<file path="config.mk">
export PLATFORM = sky130hd
export DESIGN_NAME = alu_scheduler
export DESIGN_NICKNAME = d
export VERILOG_FILES = /design/src/rtl/alu_scheduler_pkg.sv /design/src/rtl/alu_rr_arbiter.sv /design/src/rtl/alu_scheduler.sv
export SDC_FILE = /design/constraint.sdc
export NUM_CORES = 1
export LEC_CHECK = 0
export ABC_AREA = 1
export BUFFER_PORTS_ARGS = -buffer_cell sky130_fd_sc_hd__buf_2
export CAP_MARGIN = 15
export CORE_AREA = 2 2 128 130
export CTS_CLUSTER_DIAMETER = 50
export DETAILED_ROUTE_END_ITERATION = 10
export DIE_AREA = 0 0 130 132
export GPL_TIMING_DRIVEN = 0
export HOLD_SLACK_MARGIN = 0.15
export PLACE_DENSITY = 0.66
export SETUP_SLACK_MARGIN = 0.4
export SLEW_MARGIN = 0
export SYNTH_ARGS = -nofsm -noshare
export SYNTH_HDL_FRONTEND = slang
export SYNTH_HIERARCHICAL = 1
export SYNTH_SLANG_ARGS = --single-unit
</file>
<file path="constraint.sdc">
create_clock -name clk -period 1.39 [get_ports clk]
set_input_delay 0.417 -clock clk [delete_from_list [all_inputs] [get_ports clk]]
set_output_delay 0.417 -clock clk [all_outputs]
set_load 0.01 [all_outputs]
</file>
<file path="src/rtl/alu_scheduler_pkg.sv">
// Shared types for the ALU scheduler: the ALU opcode set, the scheduler FSM
// states and the requester-count ceiling.
package alu_scheduler_pkg;

    localparam int ALU_OP_W          = 4;
    localparam int ALU_SCHED_MAX_REQ = 8;

    // ALU operations understood by the shared ALU. Any other encoding is
    // reported back by the ALU with alu_valid = 0.
    typedef enum logic [ALU_OP_W-1:0] {
        ALU_ADD  = 4'd0,
        ALU_SUB  = 4'd1,
        ALU_XOR  = 4'd2,
        ALU_OR   = 4'd3,
        ALU_AND  = 4'd4,
        ALU_SLTS = 4'd5,
        ALU_SLTU = 4'd6,
        ALU_SLL  = 4'd7,
        ALU_SRL  = 4'd8,
        ALU_ADDR = 4'd9
    } alu_opcode_e;

    typedef enum logic [1:0] {
        SCHED_IDLE = 2'd0,
        SCHED_EXEC = 2'd1,
        SCHED_RESP = 2'd2
    } alu_sched_state_e;

endpackage

</file>
<file path="src/rtl/alu_rr_arbiter.sv">
// Combinational requester arbiter for the ALU scheduler.
// Default: round-robin, search starts one past last_grant and wraps.
// With ALU_SCHED_FIXED_PRIO_EN defined: fixed priority, lowest index wins,
// and the last_grant input does not exist.
module alu_rr_arbiter #(
    parameter int NUM_REQ = 2,
    parameter int IDX_W   = $clog2(NUM_REQ)
) (
    input  logic [NUM_REQ-1:0] req,
`ifndef ALU_SCHED_FIXED_PRIO_EN
    input  logic [IDX_W-1:0]   last_grant,
`endif
    output logic [NUM_REQ-1:0] grant,
    output logic [IDX_W-1:0]   grant_idx
);

    logic             found;
    logic [IDX_W-1:0] cand_idx;
`ifndef ALU_SCHED_FIXED_PRIO_EN
    int               cand;
`endif

    // Pick the first asserted request in search order.
    always_comb begin
        // NOTE: every output of a combinational block gets a default first,
        // so no path leaves a value unassigned and no latch is inferred.
        grant     = '0;
        grant_idx = '0;
        found     = 1'b0;
        cand_idx  = '0;
`ifdef ALU_SCHED_FIXED_PRIO_EN
        for (int k = 0; k < NUM_REQ; k++) begin
            cand_idx = IDX_W'(k);
            if (!found && req[cand_idx]) begin
                found     = 1'b1;
                grant_idx = cand_idx;
            end
        end
`else
        cand = 0;
        for (int k = 1; k <= NUM_REQ; k++) begin
            cand = int'(last_grant) + k;
            if (cand >= NUM_REQ) cand = cand - NUM_REQ;
            cand_idx = IDX_W'(cand);
            if (!found && req[cand_idx]) begin
                found     = 1'b1;
                grant_idx = cand_idx;
            end
        end
`endif
        if (found) grant[grant_idx] = 1'b1;
    end

endmodule

</file>
<file path="src/rtl/alu_scheduler.sv">
// Shares one combinational ALU among NUM_REQ requesters.
// IDLE accepts one request (arbitrated), EXEC drives the ALU for a cycle and
// registers its result, RESP holds the response until the granted requester
// takes it. Optional macro ALU_SCHED_FIXED_PRIO_EN selects fixed-priority
// arbitration instead of round-robin; FSM and timing are unchanged.
module alu_scheduler
    import alu_scheduler_pkg::*;
#(
    parameter int NUM_REQ = 2
) (
    input  logic                     clk,
    input  logic                     reset,
    input  logic [NUM_REQ-1:0]       req_valid_ip,
    output logic [NUM_REQ-1:0]       req_ready_op,
    input  alu_opcode_e              req_operator_ip [NUM_REQ],
    input  logic [NUM_REQ-1:0][31:0] req_operand_a_ip,
    input  logic [NUM_REQ-1:0][31:0] req_operand_b_ip,
    output logic [NUM_REQ-1:0]       rsp_valid_op,
    input  logic [NUM_REQ-1:0]       rsp_ready_ip,
    output logic [31:0]              rsp_result_op,
    output logic                     rsp_error_op,
    output logic                     alu_enable_op,
    output alu_opcode_e              alu_operator_op,
    output logic [31:0]              alu_operand_a_op,
    output logic [31:0]              alu_operand_b_op,
    input  logic [31:0]              alu_result_ip,
    input  logic                     alu_valid_ip
);

    localparam int IDX_W = $clog2(NUM_REQ);
    localparam alu_opcode_e OP_ZERO = alu_opcode_e'({ALU_OP_W{1'b0}});

    alu_sched_state_e state_q, state_d;
    alu_opcode_e      op_q, op_d;
    logic [31:0]      operand_a_q, operand_a_d;
    logic [31:0]      operand_b_q, operand_b_d;
    logic [IDX_W-1:0] grant_idx_q, grant_idx_d;
    logic [31:0]      result_q, result_d;
    logic             error_q, error_d;
`ifndef ALU_SCHED_FIXED_PRIO_EN
    logic [IDX_W-1:0] last_grant_q, last_grant_d;
`endif

    logic [NUM_REQ-1:0] arb_grant;
    logic [IDX_W-1:0]   arb_idx;

    alu_rr_arbiter #(
        .NUM_REQ    (NUM_REQ),
        .IDX_W      (IDX_W)
    ) u_arbiter (
        .req        (req_valid_ip),
`ifndef ALU_SCHED_FIXED_PRIO_EN
        .last_grant (last_grant_q),
`endif
        .grant      (arb_grant),
        .grant_idx  (arb_idx)
    );

    // Next-state logic and state-decoded outputs of the scheduler FSM.
    always_comb begin
        state_d          = state_q;
        op_d             = op_q;
        operand_a_d      = operand_a_q;
        operand_b_d      = operand_b_q;
        grant_idx_d      = grant_idx_q;
        result_d         = result_q;
        error_d          = error_q;
`ifndef ALU_SCHED_FIXED_PRIO_EN
        last_grant_d     = last_grant_q;
`endif
        req_ready_op     = '0;
        rsp_valid_op     = '0;
        alu_enable_op    = 1'b0;
        alu_operator_op  = OP_ZERO;
        alu_operand_a_op = '0;
        alu_operand_b_op = '0;

        unique case (state_q)
            SCHED_IDLE: begin
                if (|req_valid_ip) begin
                    req_ready_op = arb_grant;
                    op_d         = req_operator_ip[arb_idx];
                    operand_a_d  = req_operand_a_ip[arb_idx];
                    operand_b_d  = req_operand_b_ip[arb_idx];
                    grant_idx_d  = arb_idx;
`ifndef ALU_SCHED_FIXED_PRIO_EN
                    last_grant_d = arb_idx;
`endif
                    state_d      = SCHED_EXEC;
                end
            end
            SCHED_EXEC: begin
                alu_enable_op    = 1'b1;
                alu_operator_op  = op_q;
                alu_operand_a_op = operand_a_q;
                alu_operand_b_op = operand_b_q;
                // Unsupported opcodes return a clean zero plus the error flag.
                result_d         = alu_valid_ip ? alu_result_ip : 32'd0;
                error_d          = ~alu_valid_ip;
                state_d          = SCHED_RESP;
            end
            SCHED_RESP: begin
                rsp_valid_op[grant_idx_q] = 1'b1;
                if (rsp_ready_ip[grant_idx_q]) state_d = SCHED_IDLE;
            end
            default: state_d = SCHED_IDLE;
        endcase
    end

    // State register; reset drops any pending response and clears the latched operands.
    always_ff @(posedge clk) begin
        // NOTE: registers take non-blocking assignments so every flop samples
        // the pre-edge value of the others, independent of statement order.
        if (reset) begin
            state_q      <= SCHED_IDLE;
            op_q         <= OP_ZERO;
            operand_a_q  <= '0;
            operand_b_q  <= '0;
            grant_idx_q  <= '0;
            result_q     <= '0;
            error_q      <= 1'b0;
`ifndef ALU_SCHED_FIXED_PRIO_EN
            last_grant_q <= IDX_W'(NUM_REQ - 1);
`endif
        end else begin
            state_q      <= state_d;
            op_q         <= op_d;
            operand_a_q  <= operand_a_d;
            operand_b_q  <= operand_b_d;
            grant_idx_q  <= grant_idx_d;
            result_q     <= result_d;
            error_q      <= error_d;
`ifndef ALU_SCHED_FIXED_PRIO_EN
            last_grant_q <= last_grant_d;
`endif
        end
    end

    assign rsp_result_op = result_q;
    assign rsp_error_op  = error_q;

endmodule

</file>
==> results of run 1 <==
-- cells by family (layout without fill, tap and decap cells) --
logic type	count (synthesis)	count (layout)	synth area share (%)
flops	105	105	38.5
compound gates	105	105	9.62
simple gates	526	527	36.3
buf+inv	206	547	15.6
-- through the flow --
step                      instance area, µm²  setup TNS, ns  hold WS [ns]  utilization [%]
final                                  10100         -44.03         0.372             64.0
after CTS                               9230         -36.83         0.355             58.8
after global placement                  7600         -29.25         0.461             48.4
after detailed placement                7600         -28.38         0.476             48.4
after floorplan                         5940              0         0.481                -
after global routing                   10100         -55.54         0.375             64.0
-- layer usage --
| layer | track usage [%] | wire length [µm] | vias to the layer above |
|---|---|---|---|
| met1 | 26.2 | 8270 | 2863 |
| met3 | 4.18 | 1160 | 37 |
| met2 | 36.9 | 9550 | 220 |
| met5 | 0 | 0 | - |
| met4 | 7.47 | 499 | 0 |
| li1 | - | - | 3442 |
-- layout make-up --
cell class                      instances  area (µm²)
Buffer                                 59         709
Clock buffer                            9         225
Clock inverter                          7        66.3
Fill cell                            1399        5660
Inverter                              147         589
Multi-Input combinational cell        632        3430
Sequential cell                       105        2150
Tap cell                              216         270
Timing Repair Buffer                  325        2610
-- worst max-delay path, delay by kind of cell, from the launching register on --
family / cells / cell delay [ns]
and+or+nand+nor: 2 / 0.23
DFF: 1 / 0.37
buffers and inverters: 3 / 0.40
-- state kept, by name, indices dropped and copies added, names as in the netlist --
signal / count
operand_a_q: 32
grant_idx_q: 1
last_grant_q: 1
state_q: 2
rsp_error_op: 1
operand_b_q: 32
op_q: 4
rsp_result_op: 32
-- power groups by stage --
stage / Clock, mW / Combinational, mW / Sequential [mW]
6_report: 2.60 / 4.01 / 3.54
5_1_grt: 2.77 / 4.38 / 3.58
4_1_cts: 2.64 / 3.52 / 3.50
3_5_place_dp: 0 / 2.56 / 3.55
3_3_place_gp: 0 / 2.54 / 3.54
2_1_floorplan: 0 / 1.69 / 3.58
-- placed cells by master, fill, tap and decap left out, types with 7 or more instances in the layout --
| cell | synthesis | routed |
|---|---|---|
| nor2_2 | 1 | 49 |
| nand2_1 | 276 | 248 |
| nor2_4 | 0 | 85 |
| dfxtp_2 | 0 | 33 |
| nor2_1 | 244 | 111 |
| buf_16 | 0 | 9 |
| buf_4 | 8 | 13 |
| buf_8 | 0 | 15 |
| nand2_2 | 2 | 26 |
| clkbuf_2 | 0 | 8 |
| buf_12 | 0 | 14 |
| buf_2 | 19 | 208 |
| clkbuf_1 | 24 | 7 |
| buf_6 | 3 | 94 |
| clkbuf_16 | 0 | 18 |
| inv_1 | 145 | 141 |
| dfxtp_1 | 105 | 69 |
| o21ai_1 | 33 | 98 |
-- worst paths after layout --
kind / from / endpoint / slack, ns / cells past startpoint
min reg2reg: rsp_error_op$_SDFFE_PP0N_ / rsp_error_op$_SDFFE_PP0N_ / 0.49 / 2
max reg2reg: state_q[1]$_SDFFE_PP0P_ / operand_b_q[11]$_SDFFE_PP0P_ / -0.32 / 12
min: reset / state_q[1]$_SDFFE_PP0P_ / 0.37 / 2
max: state_q[1]$_SDFFE_PP0P_ / alu_operand_a_op[14] / -0.40 / 5
-- repair_timing --
item | 4_1_cts | 5_1_grt
endpoints found under the hold margin | 0 | 0
pin swaps | 32 | 12
gates cloned | 15 | 5
endpoints found under the setup margin | 211 | 211
resized for setup | 238 | 158
setup buffers | 21 | 7
==> qor.yml, run 1 <==
detailed_routing:
  routed_via_density: 4.37
  dr_total_vias: 6562
  detail_route.wl_per_cell_um: 13.0
  drt_first_pass_iters: 4
  drt_iter0_drc: 274
  detail-route-antenna-nets: 0
  drc_errors: 0
  wl_mm: 19.5
clocking:
  ctsHtreeMaxLevel: 3
  clkSinkCount: 105
  clk_pin_slew_worst_setup_hold_paths_ns: 0.08
  worstSkewPairLatency_ns: 0.36
  ctsLongestPathBuffers: 2
  cts_hold_repair.buffers: 0
  root_buffer: "clkbuf_16"
  cts_tree: "built"
  cts_made_buffers: 9
timing:
  fin_crit_ns: 1.79
  final-setup-viol-count: 165
  fmaxAchievable_mhz: 557
  fin_worst_skew_ns: 0.00805
  setup_ws_ns: -0.404
  least_margin_pin_slew_ns: 0.469
  hold_violations: 0
  final.period_utilization_pct: 129
  timing.max_slew.rel_slack_pct: 68.8
  rsz0062_at_grt: "true"
  timing_max_transition_violations_final: 0
global_route:
  grt_pass1_vias: 5927
  grt_util_all_layers_pct: 21.4
  gr-total-overflow: 0
  grt_start_max_net_pins: 21
  first_pass_grt_wire_length_mm: 29.0
  grt_antenna_before_repair: 0
place:
  buffer_ports.inserted: 278
  finalWeightedCongestion: 0.781
  detailedPlacementHpwl_mm: 13.0
  dp_cells: 1436
  detailedPlace.worstSlack_ns: -0.424
logic_synthesis:
  synthesis.yosys.warnings: 6
  synth-edff-count: 0
  syn_inst: 942
  syn-num-nets: 1117
  proportion_of_synthesized_chip_area_in_sequential_cells_pct: 38.5
  yosys_register_bits: 105
  synth_most_common_cell: "nand2_1"
  netlist.top_cell.by_area: "dfxtp_1"
  synth_area_um2: 5460
  synth_largest_type_area_fraction_pct: 38.5
  postSynth.asyncResetShare_pct: 0
  synthesis.area_per_instance_um2: 5.80
  synth_ff_type: "dfxtp_1"
  synth.area.top_cells: "dfxtp_1 (38%), nand2_1 (19%), nor2_1 (17%), inv_1 (10%), o21ai_0 (6.2%)"
  synth_commonest_cells: "nand2_1 (276), nor2_1 (244), inv_1 (145)"
  yosys.cell_types.count: 16
power_and_ir_drop:
  vdd_ir_drop_max_mv: 0.661
  p_int_mw: 6.62
  total_power_mw: 10.1
  seq_power_share_pct: 34.9
  p_switching_mw: 3.52
  total_leakage_power_nw: 4.98
  comb_power_share_pct: 39.5
  power.switching_fraction_pct: 34.7
  power.clock.fraction_pct: 25.6
  power.density_cell_area_nw_per_um2: 1010
layout:
  layout.cells.non_filler: 1500
  post_route_cells_drive_above_1_share_pct: 47.4
  area_growth_syn_to_layout_pct: 84.0
  antennaDiodeCount: 0
  finish.net_count: 1454
die:
  initial_core_util_pct: 34.8
  chipWidth_um: 130
  placement_rows: 46
  design.portCount: 281
  design.core.area_um2: 15700
  die_area_um2: 17200
  die_h_um: 132
worst_setup_path:
  crit_path_top_delay_cell: "dfxtp_4"
  critical_path_cell_by_cell: "inv_8, nand2_8, clkbuf_16, nor2_4, buf_6"
  critical_path_arrival_ns: 1.38
  start_kind: "flip-flop"
  critical_path_peak_fanout: 9
  slowest_delay_ns: 0.37
  worstSetupPathType: "flip-flop to output pin"
  critical_path.endpoint_type: "output pin"
  cp_data_required_time_ns: 0.97
status:
  violations: "setup timing"
  status: "finished with violations"
min_path:
  min-delay-path-class: "input port to flip-flop"
flow_run:
  max-cap-violations: 0
Note: power is estimated with default switching activity, not from simulation.
==> run 2: changes to the inputs <==
- BUFFER_PORTS_ARGS: -buffer_cell sky130_fd_sc_hd__buf_2 -> -buffer_cell sky130_fd_sc_hd__buf_4
- PLACE_DENSITY: 0.66 -> 0.77
==> run 2 against run 1 <==
  * The run still ends with setup timing left
  * Sequential power is essentially flat
  * Highest routed layer unchanged
  * Routed wire length grew 5.7%
  * Non-clock buffer count shrank 18
  * Critical path depth is the same
  * Largest cell class is now non-clock buffers
  * Cell count shrank 1.3%
  * First-iteration DRC count grew 9.5%
  * Critical endpoint is now alu_operand_b_op[19]
  * Global-route usage shrank 0.15 points
  * Sequential cell count is the same
  * Core utilization grew 0.65 points
  * Fmax shrank 2.2%
==> qor.yml, run 2 (synthesized netlist as in run 1, its figures left out) <==
status:
  violations: "setup timing"
  status: "finished with violations"
global_route:
  grt_antenna_before_repair: 0
  first_pass_grt_wire_length_mm: 29.1
  gr-total-overflow: 0
  grt_util_all_layers_pct: 21.2
  grt_pass1_vias: 6009
  grt_start_max_net_pins: 19
detailed_routing:
  routed_via_density: 4.47
  detail_route.wl_per_cell_um: 13.9
  wl_mm: 20.6
  drc_errors: 0
  dr_total_vias: 6620
  drt_iter0_drc: 300
  detail-route-antenna-nets: 0
  drt_first_pass_iters: 5
worst_setup_path:
  critical_path_peak_fanout: 10
  worstSetupPathType: "flip-flop to output pin"
  cp_data_required_time_ns: 0.97
  start_kind: "flip-flop"
  critical_path_arrival_ns: 1.42
  critical_path.endpoint_type: "output pin"
timing:
  fin_crit_ns: 1.84
  fin_worst_skew_ns: 0.00893
  final.period_utilization_pct: 132
  fmaxAchievable_mhz: 545
  setup_ws_ns: -0.445
  timing.max_slew.rel_slack_pct: 66.1
  hold-worst-slack_ns: 0.374
  rsz0062_at_grt: "true"
  final-setup-viol-count: 113
  least_margin_pin_slew_ns: 0.509
  timing_max_transition_violations_final: 0
  hold_violations: 0
clocking:
  root_buffer: "clkbuf_16"
  ctsLongestPathBuffers: 2
  clkSinkCount: 105
  cts_hold_repair.buffers: 0
  worstSkewPairLatency_ns: 0.35
  cts_made_buffers: 9
  clk_pin_slew_worst_setup_hold_paths_ns: 0.07
  ctsHtreeMaxLevel: 3
  cts_tree: "built"
place:
  dp_cells: 1436
  finalWeightedCongestion: 0.825
  detailedPlacementHpwl_mm: 13.7
  buffer_ports.inserted: 278
flow_run:
  max-cap-violations: 0
die:
  die_h_um: 132
  placement_rows: 46
  die_area_um2: 17200
  initial_core_util_pct: 34.8
  design.portCount: 281
  design.core.area_um2: 15700
  chipWidth_um: 130
layout:
  final_cell_mix: "buf_4 (233), nand2_1 (215), nor2_1 (170)"
  antennaDiodeCount: 0
  post_route_cells_drive_above_1_share_pct: 49.1
  layout.core_utilization_pct: 64.6
  layout.cells.non_filler: 1481
  layout_commonest_cell: "buf_4"
  finish.net_count: 1435
  area_growth_syn_to_layout_pct: 85.9
power_and_ir_drop:
  total_leakage_power_nw: 5.20
  total_power_mw: 9.65
  vdd_ir_drop_max_mv: 0.540
  power.density_cell_area_nw_per_um2: 951
min_path:
  min-delay-path-class: "input port to flip-flop"
[run 2: cell count changes in the layout (fill, tap and decap cells not counted), moves of 25 or more]
cell	delta
nand2_1	-33
nor2_4	-62
buf_4	+220
nor2_1	+59
o21ai_1	-60
o21ai_2	+55
buf_2	-202
buf_6	-25
nand2_4	+29
[run 2: timing repair]
action,CTS,global route
pin swaps,32,113
setup buffers,12,3
cloned,9,5
resized for setup,114,237
setup endpoints to repair,211,211
[run 2: layer usage]
layer	global-route usage, %	wire length (µm)	up-vias
li1	-	-	3404
met1	24.9	8280	2993
met2	38.3	10600	191
met3	4.67	1250	32
met4	5.85	442	0
met5	0	0	-
[run 2: cell type report]
type | instances | area [µm²]
Sequential cell | 105 | 2150
Tap cell | 216 | 270
Buffer | 59 | 667
Clock inverter | 7 | 52.6
Clock buffer | 9 | 225
Multi-Input combinational cell | 631 | 3430
Timing Repair Buffer | 307 | 2770
Inverter | 147 | 584
Fill cell | 1355 | 5560
[run 2: path summary, 6_finish.rpt]
kind | from | endpoint | slack (ns) | depth (start not counted)
worst max-delay path | state_q[1]$_SDFFE_PP0P_ | alu_operand_b_op[19] | -0.45 | 5
worst min-delay path | req_operand_a_ip[54] | operand_a_q[22]$_SDFFE_PP0P_ | 0.37 | 5
worst max register to register | last_grant_q$_SDFFE_PP1P_ | operand_b_q[10]$_SDFFE_PP0P_ | -0.08 | 9
worst min register to register | rsp_error_op$_SDFFE_PP0N_ | rsp_error_op$_SDFFE_PP0N_ | 0.49 | 2
[run 2: worst max-delay path: stages (launching register included)]
cell and delay (ns):
dfxtp_4 0.36, inv_4 0.08, nand2_8 0.11, bufbuf_16 0.30, nor2_2 0.08, buf_4 0.13
[run 2: power by group]
group	leakage, nW	internal [mW]	switching (mW)
logic	4.18	1.78	1.88
clock network	0.136	1.23	1.22
registers	0.884	3.39	0.151
[run 2: through the flow]
stage / worst slack [ns] / TNS [ns] / cell area [µm²]
floorplan: 0.0583 / 0 / 5940
global placement: -0.412 / -20.51 / 8300
detailed placement: -0.409 / -20.24 / 8300
CTS: -0.430 / -25.43 / 9230
global route: -0.469 / -32.45 / 10200
finish: -0.445 / -25.75 / 10200
==> run 3: changes to the inputs <==
- CORE_AREA: 2 2 128 130 -> 2 2 92 182
- DIE_AREA: 0 0 130 132 -> 0 0 94 184
==> run 3 against run 2 <==
  * The run still ends with setup timing left
  * Sequential cell count unchanged
  * Sequential power about the same
  * Setup slack better by 0.061 ns
  * Critical path type unchanged
  * Largest cell class unchanged
==> qor.yml, run 3 (synthesized netlist as in run 1, its figures left out) <==
status:
  status: "finished with violations"
  violations: "setup timing"
worst_setup_path:
  timing.rr.start: "state_q[1]$_SDFFE_PP0P_"
  critical_path_cell_by_cell: "inv_4, nand2_8, buf_8, nor2_2, buf_4"
  slowest_delay_ns: 0.36
  cp.buffers_inverters: 3
  start_kind: "flip-flop"
  cp-startpoint: "state_q[1]$_SDFFE_PP0P_"
  worstSetupPathType: "flip-flop to output pin"
  cp_data_required_time_ns: 0.97
  critical_path_peak_fanout: 10
  critical_path_arrival_ns: 1.36
  critical_path.endpoint_type: "output pin"
  worst_path_dominant_cell_family: "buffers and inverters"
  crit_path_top_delay_cell: "dfxtp_4"
die:
  design.portCount: 281
  placement_rows: 65
  die_h_um: 184
  initial_core_util_pct: 34.4
  chipWidth_um: 94
  die_area_um2: 17300
  design.core.area_um2: 15900
place:
  buffer_ports.inserted: 278
  detailedPlace.worstSlack_ns: -0.353
  place_area_um2: 8280
  dp_cells: 1421
  detailedPlacementHpwl_mm: 14.8
  finalWeightedCongestion: 0.934
layout:
  area_growth_syn_to_layout_pct: 83.5
  final_cell_mix: "buf_4 (267), nand2_1 (249), inv_1 (141)"
  layout.cells.non_filler: 1467
  layout.core_utilization_pct: 63.2
  multi_input_area_um2: 3340
  fillers: 1445
  post_route_cells_drive_above_1_share_pct: 44.5
  non_filler_cell_area_final_um2: 10000
  sequential_area_um2: 2110
  antennaDiodeCount: 0
  finish.net_count: 1436
  layout_commonest_cell: "buf_4"
detailed_routing:
  detailroute.wirelength.met2_mm: 12.0
  drt_first_pass_iters: 4
  drt_iter0_drc: 188
  routed_length_on_met3_um: 773
  dr_total_vias: 6659
  detail_route.wl_per_cell_um: 14.2
  drc_errors: 0
  routed_via_density: 4.54
  detail-route-antenna-nets: 0
  route.top_layer_used: "met4"
  wl_met1_mm: 7.32
  wl_mm: 20.9
power_and_ir_drop:
  vdd_ir_drop_max_mv: 0.646
  total_leakage_power_nw: 4.97
  power.density_cell_area_nw_per_um2: 1020
global_route:
  grt_start_max_net_pins: 20
  grt_antenna_before_repair: 0
  grt_pass1_vias: 6258
  gr-total-overflow: 0
  first_pass_grt_wire_length_mm: 30.7
  grt_util_all_layers_pct: 22.7
clocking:
  clkSinkCount: 105
  clk_pin_slew_worst_setup_hold_paths_ns: 0.07
  ctsHtreeMaxLevel: 3
  root_buffer: "clkbuf_16"
  ctsLongestPathBuffers: 2
  cts_tree: "built"
  worstSkewPairLatency_ns: 0.35
  cts_hold_repair.buffers: 0
  cts_made_buffers: 9
timing:
  fmaxAchievable_mhz: 564
  rsz0062_at_grt: "true"
  least_margin_pin_slew_ns: 0.530
  final.period_utilization_pct: 128
  timing_max_transition_violations_final: 0
  hold_violations: 0
  hold-worst-slack_ns: 0.352
  final-setup-viol-count: 133
  fin_worst_skew_ns: 0.00790
  setup_ws_ns: -0.384
  fin_crit_ns: 1.77
  timing.max_slew.rel_slack_pct: 64.7
flow_run:
  max-cap-violations: 0
min_path:
  min-delay-path-class: "input port to flip-flop"
  source_of_the_worst_hold_timing_path: "rsp_ready_ip[1]"
run 3: cell count changes in the layout (fill, tap and decap cells not counted), sizes merged:
| cell | change |
|---|---|
| clkinv | -2 |
| bufinv | +1 |
| clkinvlp | -1 |
| buf | -2 |
| clkbuf | +4 |
| inv | +1 |
run 3: worst min-delay path, delay by kind of cell:
kind,cells,cell delay (ns)
and+or+nand+nor,2,0.11
buffers and inverters,1,0.07
AOI/OAI and AO/OA,1,0.05
run 3: layout make-up:
class,instances,share of cell area (%)
clock buffers,10,2.38
inverters,147,5.85
plain buffers,59,7.00
multi-input cells,631,33.3
flip-flops and latches,105,21.1
repair buffers,308,27.0
clock inverters,6,0.836
well taps,201,2.51
run 3: final timing paths:
path	depth (start not counted)	endpoint	slack, ns
max	5	alu_operand_a_op[29]	-0.38
min	4	state_q[1]$_SDFFE_PP0P_	0.35
max reg2reg	10	operand_b_q[9]$_SDFFE_PP0P_	-0.18
min reg2reg	2	rsp_result_op[19]$_SDFFE_PP0N_	0.50
run 3: metal layers:
layer / GRT usage [%] / vias up
met1: 23.0 / 3028
met5: 0 / -
met4: 10.4 / 0
li1: - / 3389
met2: 44.1 / 197
met3: 3.20 / 45
run 3: report_power, final:
group | internal, mW | switching, mW
clock network | 1.49 | 1.26
registers | 3.37 | 0.139
logic | 1.92 | 2.01
total | 6.79 | 3.41
run 3: per-stage QoR:
step / power (mW) / TNS (ns)
6_report: 10.2 / -31.03
5_1_grt: 10.8 / -36.22
4_1_cts: 9.81 / -32.85
3_5_place_dp: 6.39 / -20.66
3_3_place_gp: 6.35 / -20.12
2_1_floorplan: 5.27 / 0
run 3: timing repair:
item / in CTS / in global routing
gates resized for setup: 145 / 122
setup buffers: 15 / 1
endpoints found under the hold margin: 0 / 0
pin swaps: 28 / 8
gates cloned: 9 / 5
setup endpoints to repair: 211 / 211
